<file path="src/rtl/vga_timing_gen.sv">
// 640x480@60 VGA timing: stage-0 pixel counters and decodes for pattern logic,
// stage-1 registered colour/sync pins aligned to one another.
module vga_timing_gen #(
    parameter int H_ACTIVE = 640,
    parameter int H_FP     = 16,
    parameter int H_SYNC   = 96,
    parameter int H_BP     = 48,
    parameter int V_ACTIVE = 480,
    parameter int V_FP     = 10,
    parameter int V_SYNC   = 2,
    parameter int V_BP     = 33
) (
    input  logic       clk,
    input  logic       rst,
    output logic [9:0] x,
    output logic [9:0] y,
    output logic       display_on,
    output logic       frame_start,
    input  logic [5:0] rgb_in,
    output logic [5:0] rgb_out,
    output logic       hsync,
    output logic       vsync
);

    localparam int H_TOTAL = H_ACTIVE + H_FP + H_SYNC + H_BP;
    localparam int V_TOTAL = V_ACTIVE + V_FP + V_SYNC + V_BP;

    logic [9:0] r_h;
    logic [9:0] r_v;
    logic       r_hsync;
    logic       r_vsync;
    logic [5:0] r_rgb;

    logic       w_h_last;
    logic       w_v_last;
    logic       w_display_on;
    logic       w_hsync_raw;
    logic       w_vsync_raw;

    always_comb begin
        w_h_last     = (r_h == 10'(H_TOTAL - 1));
        w_v_last     = (r_v == 10'(V_TOTAL - 1));
        w_display_on = (r_h < 10'(H_ACTIVE)) && (r_v < 10'(V_ACTIVE));
        w_hsync_raw  = !((r_h >= 10'(H_ACTIVE + H_FP)) &&
                         (r_h <  10'(H_ACTIVE + H_FP + H_SYNC)));
        // v only moves on the h wrap, so this decode only changes at h==0
        w_vsync_raw  = !((r_v >= 10'(V_ACTIVE + V_FP)) &&
                         (r_v <  10'(V_ACTIVE + V_FP + V_SYNC)));
    end

    always_ff @(posedge clk or posedge rst) begin
        if (rst) begin
            r_h <= '0;
            r_v <= '0;
        end else begin
            r_h <= w_h_last ? '0 : r_h + 10'd1;
            if (w_h_last) begin
                r_v <= w_v_last ? '0 : r_v + 10'd1;
            end
        end
    end

    always_ff @(posedge clk or posedge rst) begin
        if (rst) begin
            r_hsync <= 1'b1;
            r_vsync <= 1'b1;
            r_rgb   <= '0;
        end else begin
            r_hsync <= w_hsync_raw;
            r_vsync <= w_vsync_raw;
            r_rgb   <= w_display_on ? rgb_in : '0;
        end
    end

    assign x           = r_h;
    assign y           = r_v;
    assign display_on  = w_display_on;
    assign frame_start = (r_h == '0) && (r_v == '0);
    assign rgb_out     = r_rgb;
    assign hsync       = r_hsync;
    assign vsync       = r_vsync;

endmodule

</file>
<file path="config.mk">
export PLATFORM = sky130hd
export DESIGN_NAME = vga_timing_gen
export DESIGN_NICKNAME = d
export VERILOG_FILES = /design/src/rtl/vga_timing_gen.sv
export SDC_FILE = /design/constraint.sdc
export NUM_CORES = 1
export LEC_CHECK = 0
export CORE_MARGIN = 1
export CORE_UTILIZATION = 42
export CTS_CLUSTER_SIZE = 40
export DETAILED_ROUTE_END_ITERATION = 6
export GPL_ROUTABILITY_DRIVEN = 0
export GPL_TIMING_DRIVEN = 0
export HOLD_SLACK_MARGIN = 0.06
export PLACE_DENSITY = 0.74
export SYNTH_ARGS = -nofsm -noshare
export SYNTH_HDL_FRONTEND = slang
export SYNTH_SLANG_ARGS = --single-unit
export TNS_END_PERCENT = 10
</file>
<file path="constraint.sdc">
create_clock -name clk -period 2.69 [get_ports clk]
set_input_delay 0.538 -clock clk [delete_from_list [all_inputs] [get_ports clk]]
set_output_delay 0.538 -clock clk [all_outputs]
set_load 0.05 [all_outputs]
</file>
==> impl_metrics.yaml <==
timing:
  grt_setup_unrepaired: "no"
  finalCritPeriodShare_pct: 95.5
  skew_ns: 0.00495
  layout_min_cycle_time_ns: 2.57
  max_slew_margin_pct: 30.2
  fmax_mhz: 389
  setup_viol: 0
  tightest_slew_ns: 1.05
  timing.hold.ws_ns: 0.546
  drv_slew: 0
  hold_violations: 0
  finalWorstSetupSlack_ns: 0.121
synth:
  synth-seq-cells: 28
  syn_inst: 132
  synth_warnings: 0
  synthArstFlopShare_pct: 100
  yosysTopAreaCell: "dfrtp_1"
  ys_top_cells_by_count: "26 x dfrtp_1, 12 x nand2_1, 8 x nor2_1"
  syn_nets: 144
  synth-compound-area-share_pct: 8.88
  synth_top_area_share_pct: 47.6
  yosysMostFrequentCell: "dfrtp_1"
  synth_top_family_by_area: "simple AND/OR/NAND/NOR gates"
  yosys.area_share.simple_pct: 25.5
  synth_mux_area_share_pct: 0
  synth_cell_type_count: 35
  synthFlopType: "dfrtp_1"
  synthAdderAreaFrac_pct: 3.66
  synth_area_leaders: "dfrtp_1 48%, xnor2_1 4.5%, dfstp_2 3.8%"
  synth_edf_count: 0
  synth-xor-area-share_pct: 6.41
  synth.avg_cell_area_um2: 10.4
  yosysSeqAreaShare_pct: 51.5
  netlist_area_um2: 1370
setup_path:
  end_kind: "output pin"
  crit_chain: "or4_1, nor4_1, and4b_1, clkbuf_4"
  path_class: "reg2out"
  crit_path_max_fanout: 7
  critPathTopFamily: "simple AND/OR/NAND/NOR gates"
  critical-path-slowest-cell: "or4_1"
  cp_num_buf_inv: 1
  required_ns: 2.15
  cpPeakStageDelay_ns: 0.52
  start_kind: "flip-flop"
  cp.arrival_ns: 2.03
route:
  routed_wl_mm: 2.86
  drt_iter0_drc: 27
  detail-route-antenna-nets: 0
  vias_per_cell: 5.30
  firstDrtPassIters: 4
  vias: 1144
  wl_per_cell_um: 13.3
  route.detailed.drc: 0
clock_tree:
  clock-root-buffer: "clkbuf_4"
  clock_sinks: 28
  tritoncts: "yes"
  cts_made_buffers: 3
  cts_hold_buf: 0
  max-clock-path-buffers: 2
  cts_setup_buffers: 0
  ctsHtreeMaxLevel: 1
  insertion_delay_ns: 0.33
  path_clk_slew_ns: 0.15
floorplanning:
  core_area_um2: 3080
  die_h_um: 59.0
  rows: 20
  dieWidth_um: 59.0
  initial_utilization_pct: 44.4
  ios: 38
  die_area_um2: 3490
finish:
  multi_input_area_um2: 617
  n_antenna_cell: 0
  drive_gt1_share_pct: 9.88
  fillers: 255
  syn_to_final_growth_pct: 35.3
  seqCellArea_um2: 706
  fin_nets: 185
outcome:
  status: "complete, no violations"
global_route:
  grt_pass1_vias: 1026
  overflow: 0
  grt_pass1_wl_mm: 4.82
  grt_usage_pct: 18.2
  antenna_found_initial: 0
  grt_max_degree: 29
power_and_ir_drop:
  peakVddDrop_mv: 0.277
  leakage_nw: 0.732
  p_per_area_nw_per_um2: 404
worst_hold_path:
  hp-class: "reg2reg"
flow_run:
  max_cap_viol_count: 0
placed_design:
  dp_hpwl_mm: 2.09
  place_ws_ns: -0.122
  numPortBuffers: 37
[cell families after synthesis]
logic type / count (synthesis)
adder cells (fa/ha/maj): 4
AO/OA/AOI/OAI: 19
XOR/XNOR: 10
AND/OR/NAND/NOR: 60
buffers and inverters: 11
flip-flops: 28
[stage by stage]
step | std cells | TNS [ns] | cell area (um^2) | utilization, % | total power [mW]
floorplan | 132 | 0 | 1370 | - | 0.460
global placement | 213 | -0.139 | 1800 | 58.4 | 0.482
detailed placement | 213 | -0.122 | 1800 | 58.4 | 0.482
CTS | 217 | 0 | 1840 | 59.9 | 0.756
global route | 216 | 0 | 1850 | 60.1 | 0.771
finish | 216 | 0 | 1850 | 60.1 | 0.746
[worst paths after layout]
check / from / endpoint / depth (start not counted) / slack (ns)
worst max-delay path: y[9]$_DFFE_PP0N_ / frame_start / 4 / 0.12
worst min register to register: x[0]$_DFF_PP0_ / x[0]$_DFF_PP0_ / 1 / 0.55
worst min-delay path: x[0]$_DFF_PP0_ / x[0]$_DFF_PP0_ / 1 / 0.55
min in group asynchronous: rst / rgb_out[5]$_DFF_PP0_ / 2 / 0.76
max in group asynchronous: rst / y[3]$_DFFE_PP0N_ / 2 / 1.23
worst max register to register: x[5]$_DFF_PP0_ / y[3]$_DFFE_PP0N_ / 6 / 0.71
[final cells by class]
class | instances | area share [%]
well taps | 44 | 2.98
clock inverters | 1 | 1.62
inverters | 7 | 1.42
multi-input cells | 93 | 33.4
flip-flops and latches | 28 | 38.2
repair buffers | 37 | 19.8
plain buffers | 3 | 1.42
clock buffers | 3 | 1.22
[cells in the final DEF, fill, tap and decap left out, types with 2 or more instances in the layout]
cell type,instances
and4_1,5
and3_1,2
nand2_1,12
o21ai_1,2
or3_4,2
o21ai_0,4
dfstp_2,2
dfrtp_2,2
a21oi_1,3
buf_6,2
nand3_1,7
dfrtp_1,24
o31ai_1,2
nor4_1,3
and2_1,6
ha_1,4
clkdlybuf4s50_1,35
xor2_1,3
inv_1,7
xnor2_1,7
nand4_1,5
nor3_2,3
nor3_1,2
a31oi_1,2
clkbuf_4,4
nor2_1,8
[repair_timing]
item                       CTS  global route
resized for setup            6             4
setup endpoints to repair    2             1
cloned                       0             0
[power breakdown]
part / internal, mW / total, mW / switching, mW / leakage (nW)
clock network: 0.151 / 0.273 / 0.122 / 0.0279
logic: 0.0185 / 0.0471 / 0.0286 / 0.351
registers: 0.426 / 0.427 / 0.00105 / 0.353
total: 0.595 / 0.746 / 0.151 / 0.732
[worst register-to-register path, delay by kind of cell, from the launching register on]
family                 cells  cell delay [ns]
buffers and inverters      2             0.28
DFF                        1             0.41
and+or+nand+nor            2             0.76
AOI/OAI and AO/OA          2             0.44
[routing by layer]
layer  global-route usage (%)  part of all wire [%]  vias to the layer above
met5                        0                     0                        -
met3                     3.28                   4.7                        2
met4                     3.74                  0.56                        0
li1                         -                     -                      552
met1                     26.5                    48                      554
met2                     28.7                    46                       36
[state kept, by name (all words and copies together), names as in the netlist]
| name | cells |
|---|---|
| vsync | 1 |
| hsync | 1 |
| rgb_out | 6 |
| y | 10 |
| x | 10 |
(Power assumes the default switching activity.)
